<file path="src/rtl/slow_adc_pkg.sv">
// Shared types, widths and the rounding helper for the slow-ADC boxcar averager.
package slow_adc_pkg;

  localparam int unsigned N_SADC_CH     = 16;
  localparam int unsigned SADC_W        = 16;
  localparam int unsigned MAX_LOG2_NAVG = 8;
  localparam int unsigned ACC_MAX_W     = SADC_W + MAX_LOG2_NAVG;

  typedef enum logic [1:0] {
    IDLE = 2'd0,
    ACC  = 2'd1,
    DUMP = 2'd2
  } sadc_state_e;

  // Round-half-up average: (acc + 2^(l-1)) >>> l, truncated to the sample width.
  function automatic logic signed [SADC_W-1:0] avg_round(
    input logic signed [ACC_MAX_W-1:0] acc,
    input int unsigned                 l
  );
    logic signed [ACC_MAX_W-1:0] rnd;
    logic signed [ACC_MAX_W-1:0] sum;
    rnd = '0;
    if (l != 0) begin
      rnd = ACC_MAX_W'(1) << (l - 1);
    end
    sum = acc + rnd;
    return SADC_W'(sum >>> l);
  endfunction

endpackage

</file>
<file path="src/rtl/slow_adc_averager.sv">
// Boxcar decimator: snapshots 16 slow-ADC channels per frame, accumulates 2^LOG2_NAVG
// frames through one shared adder, then dumps rounded averages one channel per cycle.
module slow_adc_averager
  import slow_adc_pkg::*;
#(
  parameter int unsigned LOG2_NAVG = 4,
  parameter int unsigned N_CH      = N_SADC_CH
) (
  input  logic                     clk,
  input  logic                     rst,
  input  logic                     frame_stb,
  input  logic signed [SADC_W-1:0] s_in_0,
  input  logic signed [SADC_W-1:0] s_in_1,
  input  logic signed [SADC_W-1:0] s_in_2,
  input  logic signed [SADC_W-1:0] s_in_3,
  input  logic signed [SADC_W-1:0] s_in_4,
  input  logic signed [SADC_W-1:0] s_in_5,
  input  logic signed [SADC_W-1:0] s_in_6,
  input  logic signed [SADC_W-1:0] s_in_7,
  input  logic signed [SADC_W-1:0] s_in_8,
  input  logic signed [SADC_W-1:0] s_in_9,
  input  logic signed [SADC_W-1:0] s_in_10,
  input  logic signed [SADC_W-1:0] s_in_11,
  input  logic signed [SADC_W-1:0] s_in_12,
  input  logic signed [SADC_W-1:0] s_in_13,
  input  logic signed [SADC_W-1:0] s_in_14,
  input  logic signed [SADC_W-1:0] s_in_15,
  output logic signed [SADC_W-1:0] s_avg_0,
  output logic signed [SADC_W-1:0] s_avg_1,
  output logic signed [SADC_W-1:0] s_avg_2,
  output logic signed [SADC_W-1:0] s_avg_3,
  output logic signed [SADC_W-1:0] s_avg_4,
  output logic signed [SADC_W-1:0] s_avg_5,
  output logic signed [SADC_W-1:0] s_avg_6,
  output logic signed [SADC_W-1:0] s_avg_7,
  output logic signed [SADC_W-1:0] s_avg_8,
  output logic signed [SADC_W-1:0] s_avg_9,
  output logic signed [SADC_W-1:0] s_avg_10,
  output logic signed [SADC_W-1:0] s_avg_11,
  output logic signed [SADC_W-1:0] s_avg_12,
  output logic signed [SADC_W-1:0] s_avg_13,
  output logic signed [SADC_W-1:0] s_avg_14,
  output logic signed [SADC_W-1:0] s_avg_15,
  output logic                     avg_valid,
  output logic                     busy,
  output logic                     overrun
);

  localparam int unsigned ACC_W = SADC_W + LOG2_NAVG;
  localparam int unsigned FC_W  = (LOG2_NAVG > 0) ? LOG2_NAVG : 1;
  localparam int unsigned IDX_W = $clog2(N_CH);

  localparam logic [FC_W-1:0]  FC_LAST  = FC_W'((1 << LOG2_NAVG) - 1);
  localparam logic [IDX_W-1:0] IDX_LAST = IDX_W'(N_CH - 1);

  sadc_state_e state_q, state_d;

  logic [IDX_W-1:0] idx_q, idx_d;
  logic [FC_W-1:0]  fcnt_q, fcnt_d;

  logic signed [ACC_W-1:0]  acc_q  [N_CH];
  logic signed [ACC_W-1:0]  acc_d  [N_CH];
  logic signed [SADC_W-1:0] snap_q [N_CH];
  logic signed [SADC_W-1:0] snap_d [N_CH];
  logic signed [SADC_W-1:0] avg_q  [N_CH];
  logic signed [SADC_W-1:0] avg_d  [N_CH];
  logic signed [SADC_W-1:0] s_in_a [N_CH];

  logic signed [ACC_W-1:0]  acc_sum;
  logic signed [SADC_W-1:0] avg_rnd;

  logic dump_done_q, dump_done_d;
  logic avg_valid_q;
  logic busy_q;
  logic overrun_q, overrun_d;

  assign s_in_a[0]  = s_in_0;
  assign s_in_a[1]  = s_in_1;
  assign s_in_a[2]  = s_in_2;
  assign s_in_a[3]  = s_in_3;
  assign s_in_a[4]  = s_in_4;
  assign s_in_a[5]  = s_in_5;
  assign s_in_a[6]  = s_in_6;
  assign s_in_a[7]  = s_in_7;
  assign s_in_a[8]  = s_in_8;
  assign s_in_a[9]  = s_in_9;
  assign s_in_a[10] = s_in_10;
  assign s_in_a[11] = s_in_11;
  assign s_in_a[12] = s_in_12;
  assign s_in_a[13] = s_in_13;
  assign s_in_a[14] = s_in_14;
  assign s_in_a[15] = s_in_15;

  // Single shared adder and rounder, both steered by idx_q.
  assign acc_sum = acc_q[idx_q] + ACC_W'(snap_q[idx_q]);
  assign avg_rnd = avg_round(ACC_MAX_W'(acc_q[idx_q]), LOG2_NAVG);

  always_comb begin
    state_d     = state_q;
    idx_d       = idx_q;
    fcnt_d      = fcnt_q;
    acc_d       = acc_q;
    snap_d      = snap_q;
    avg_d       = avg_q;
    dump_done_d = 1'b0;
    overrun_d   = overrun_q | (frame_stb & (state_q != IDLE));

    unique case (state_q)
      IDLE: begin
        if (frame_stb) begin
          snap_d  = s_in_a;
          idx_d   = '0;
          state_d = ACC;
        end
      end
      ACC: begin
        acc_d[idx_q] = acc_sum;
        idx_d        = idx_q + IDX_W'(1);
        if (idx_q == IDX_LAST) begin
          idx_d = '0;
          if (fcnt_q == FC_LAST) begin
            fcnt_d  = '0;
            state_d = DUMP;
          end else begin
            fcnt_d  = fcnt_q + FC_W'(1);
            state_d = IDLE;
          end
        end
      end
      DUMP: begin
        avg_d[idx_q] = avg_rnd;
        acc_d[idx_q] = '0;
        idx_d        = idx_q + IDX_W'(1);
        if (idx_q == IDX_LAST) begin
          idx_d       = '0;
          state_d     = IDLE;
          dump_done_d = 1'b1;
        end
      end
      default: begin
        state_d = IDLE;
      end
    endcase
  end

  // avg_valid trails the last channel write by one cycle.
  always_ff @(posedge clk) begin
    if (!rst) begin
      state_q     <= IDLE;
      idx_q       <= '0;
      fcnt_q      <= '0;
      dump_done_q <= 1'b0;
      avg_valid_q <= 1'b0;
      busy_q      <= 1'b0;
      overrun_q   <= 1'b0;
      for (int i = 0; i < int'(N_CH); i++) begin
        acc_q[i]  <= '0;
        snap_q[i] <= '0;
        avg_q[i]  <= '0;
      end
    end else begin
      state_q     <= state_d;
      idx_q       <= idx_d;
      fcnt_q      <= fcnt_d;
      acc_q       <= acc_d;
      snap_q      <= snap_d;
      avg_q       <= avg_d;
      dump_done_q <= dump_done_d;
      avg_valid_q <= dump_done_q;
      busy_q      <= (state_d != IDLE);
      overrun_q   <= overrun_d;
    end
  end

  assign s_avg_0   = avg_q[0];
  assign s_avg_1   = avg_q[1];
  assign s_avg_2   = avg_q[2];
  assign s_avg_3   = avg_q[3];
  assign s_avg_4   = avg_q[4];
  assign s_avg_5   = avg_q[5];
  assign s_avg_6   = avg_q[6];
  assign s_avg_7   = avg_q[7];
  assign s_avg_8   = avg_q[8];
  assign s_avg_9   = avg_q[9];
  assign s_avg_10  = avg_q[10];
  assign s_avg_11  = avg_q[11];
  assign s_avg_12  = avg_q[12];
  assign s_avg_13  = avg_q[13];
  assign s_avg_14  = avg_q[14];
  assign s_avg_15  = avg_q[15];
  assign avg_valid = avg_valid_q;
  assign busy      = busy_q;
  assign overrun   = overrun_q;

endmodule
</file>
<file path="config.mk">
export PLATFORM = sky130hd
export DESIGN_NAME = slow_adc_averager
export DESIGN_NICKNAME = d
export VERILOG_FILES = /design/src/rtl/slow_adc_pkg.sv /design/src/rtl/slow_adc_averager.sv
export SDC_FILE = /design/constraint.sdc
export NUM_CORES = 2
export LEC_CHECK = 0
export CAP_MARGIN = 20
export CORE_MARGIN = 1.5
export CORE_UTILIZATION = 35
export DETAILED_ROUTE_END_ITERATION = 7
export PLACE_DENSITY = 0.55
export RECOVER_POWER = 50
export SLEW_MARGIN = 20
export SYNTH_ARGS = -nofsm -noshare
export SYNTH_HDL_FRONTEND = slang
export SYNTH_SLANG_ARGS = --single-unit
</file>
<file path="constraint.sdc">
create_clock -name clk -period 8.24 [get_ports clk]
set_clock_uncertainty 0.05 [all_clocks]
set_input_delay 1.236 -clock clk [delete_from_list [all_inputs] [get_ports clk]]
set_output_delay 1.236 -clock clk [all_outputs]
set_load 0.01 [all_outputs]
</file>
==> results.yml <==
critical_path:
  start_kind: "input port"
  cp.arrival_ns: 7.14
  crit_type: "in2reg"
  crit_chain: "buf_8, inv_1, clkbuf_2, a21oi_1"
  required_ns: 8.64
  end_kind: "flip-flop"
  critical_path.top_delay_family: "buffers and inverters"
  cp_slowest_cell: "inv_1"
  cp.buffers_inverters: 3
  cp_num_cells: 4
  worst-path-max-fanout: 135
  worst_path_largest_cell_delay_ns: 3.42
  reg2regPathDepth: 12
job:
  max_cap_violations: 6
clock_tree:
  clock_path_buffers: 3
  cts_tree: "built"
  clock_latency_ns: 0.69
  cts-root-buf: "clkbuf_16"
  cts.repair.resized: 0
  cts_buffers: 93
  ctsHoldBuffers: 0
  cts_num_sinks: 846
  post_cts_buffers: 0
  clk_pin_slew_worst_paths_ns: 0.06
  htreeDepth: 3
synthesis:
  syn-num-nets: 4337
  yosys.cell_types.count: 69
  synth_edf_count: 0
  synthTopCellsByArea: "dfxtp_1 (47%), mux4_2 (9.0%), nand2_1 (7.5%)"
  syn_avg_cell_area_um2: 8.95
  yosysMostFrequentCell: "dfxtp_1"
  yosysTopAreaCell: "dfxtp_1"
  syn_area_um2: 36200
  ys_ff_latch: 846
  syn_inst: 4048
  ys_seq_area_frac: 0.468
  synth_top_area_frac: 0.468
  synthFlopType: "dfxtp_1"
  async_flop_share: 0
  yosys-top-cells-count: "dfxtp_1 (846), nand2_1 (724), a21oi_1 (482)"
  ys_warn_count: 0
sta:
  whs_ns: 0.383
  timing.fmax_ghz: 0.148
  slew_viol_final: 705
  fin_crit_sh: 0.817
  fin_setup_tns_ns: 0
  setup-violations-final: 0
  rsz0062_at_grt: "no"
  worst_pin_slew_ns: 4.91
  hold_violations: 0
  finalCriticalPeriod_ns: 6.73
  slew_headroom: -2.28
pwr:
  sw_frac_of_total: 0.249
  p_comb_frac: 0.083
  clockPowerShare: 0.455
  leakage_nw: 16.5
  power.density_nw_per_um2: 203
  seqPwrFrac: 0.462
  intPower_mw: 6.91
  vdd_drop_max_mv: 0.136
  switchingPower_mw: 2.29
finish:
  final_area_um2: 45300
  nNetsFinal: 4633
  syn2layout_area_growth_pct: 25.0
  drive_gt1_frac: 0.104
  final_core_util: 0.443
detailed_routing:
  wl_um: 135000
  firstDrtPassIters: 6
  wl_per_cell_um: 23.3
  via_count: 32200
  drt-initial-drc-count: 3205
  drc_errors: 0
  vias_per_cell: 5.57
  antenna_left: 0
floorplan:
  die_w_um: 325
  start_util: 0.355
  row_count: 117
  core_region_area_um2: 102000
  ios: 518
  die-area_um2: 105000
  fp.dieH_um: 325
status:
  violations: "capacitance limit, slew limit"
  status: "finished with violations"
place:
  io_buffer_count: 517
  hpwlAfterDp_um: 87800
  routabilityCongestion: 0.858
  dpl_cell_area_um2: 42200
global_routing:
  grt_max_degree: 219
  grt_pass1_vias: 30000
  gr-total-overflow: 0
  antenna_found_initial: 6
  grt_pass1_wl_um: 199000
  grt_usage: 0.246
min_path:
  whs_path_depth: 1
  worstHoldPathType: "reg2reg"
metal layers:
| layer | part of all wire | GRT usage |
|---|---|---|
| met3 | 0.067 | 0.0448 |
| met1 | 0.42 | 0.322 |
| met5 | 0.00047 | 0 |
| met2 | 0.47 | 0.404 |
| met4 | 0.038 | 0.0913 |
final cells by class:
cell class | count | area, um2
Antenna cell | 1 | 2.50
Clock buffer | 139 | 2730
Clock inverter | 23 | 290
Fill cell | 10000 | 56900
Inverter | 15 | 56.3
Multi-Input combinational cell | 2785 | 17700
Sequential cell | 846 | 16900
Tap cell | 1368 | 1710
Timing Repair Buffer | 603 | 5900
cell families after synthesis:
family                   Yosys count  synth area share
AO/OA/AOI/OAI                   1061             0.178
XOR/XNOR                          22           0.00750
adder cells (fa/ha/maj)           30            0.0106
buffers and inverters            417            0.0522
flip-flops                       846             0.468
multiplexers                     174             0.107
AND/OR/NAND/NOR                 1498             0.177
final timing paths:
path	startpoint	endpoint	slack (ns)
max reg2reg	idx_q[3]	acc_q[298]	1.87
min	dump_done_q	avg_valid	0.38
min reg2reg	dump_done_q	avg_valid	0.38
max	rst	snap_q[237]	1.51
state kept, by name (all words and copies together), names as in the netlist, 4 cells and up:
signal	cells
s_avg_10	16
s_avg_0	16
s_avg_7	16
s_avg_8	16
s_avg_5	16
s_avg_13	16
idx_q	4
s_avg_12	16
acc_q	320
s_avg_14	16
s_avg_1	16
s_avg_3	16
s_avg_9	16
s_avg_11	16
s_avg_15	16
s_avg_4	16
snap_q	256
s_avg_6	16
fcnt_q	4
s_avg_2	16
metrics by stage:
step                std cells  worst slack (ns)  total power, mW
global route             5779              1.02             9.49
floorplan                4048              3.34             4.75
detailed placement       5614              2.36             5.09
finish                   5780              1.51             9.20
CTS                      5776              2.31             9.27
global placement         5613              2.44             5.09
layout by cell type, fill, tap and decap left out, types with 4 or more instances in the layout:
cell and instances:
dfxtp_1 843, nand2_1 722, a21oi_1 479, nand3_1 283
nor2_1 281, dlygate4sd3_1 260, clkdlybuf4s50_1 256, o21ai_0 226
mux4_2 145, a22oi_1 143, o311ai_0 96, clkbuf_16 94
buf_4 75, a211oi_1 66, nor3_1 58, nand4_1 57
ha_1 29, clkbuf_1 24, and3_1 23, clkbuf_8 21
mux4_1 18, nor2_2 18, inv_1 14, nand2_2 10
a21o_1 10, xnor2_2 10, a31oi_4 10, clkinv_2 10
mux2i_1 8, or3_1 6, a31oi_1 6, nor2_4 5
xor2_1 5, nand3_2 5, bufinv_16 5, o21ai_1 4
o21a_1 4, buf_12 4
worst reg2reg max path: stages, from the launching register on:
cell and delay, ns:
dfxtp_1 1.45, and2_0 0.74, buf_4 0.40, a22oi_1 0.20, nand2_1 0.21, ha_1 0.29
nand3_1 0.13, o2111ai_1 0.35, a41oi_1 0.31, nor2_1 0.28, nand4_1 0.66, and2_0 0.72
o311ai_0 0.46
power by group through the flow:
stage	sequential (mW)	combinational, mW	clock [mW]
3_3_place_gp	4.34	0.752	0
3_5_place_dp	4.34	0.754	0
5_1_grt	4.25	0.816	4.42
4_1_cts	4.25	0.756	4.26
6_report	4.25	0.762	4.19
2_1_floorplan	4.30	0.458	0
Note: power is estimated with default switching activity, not from simulation.
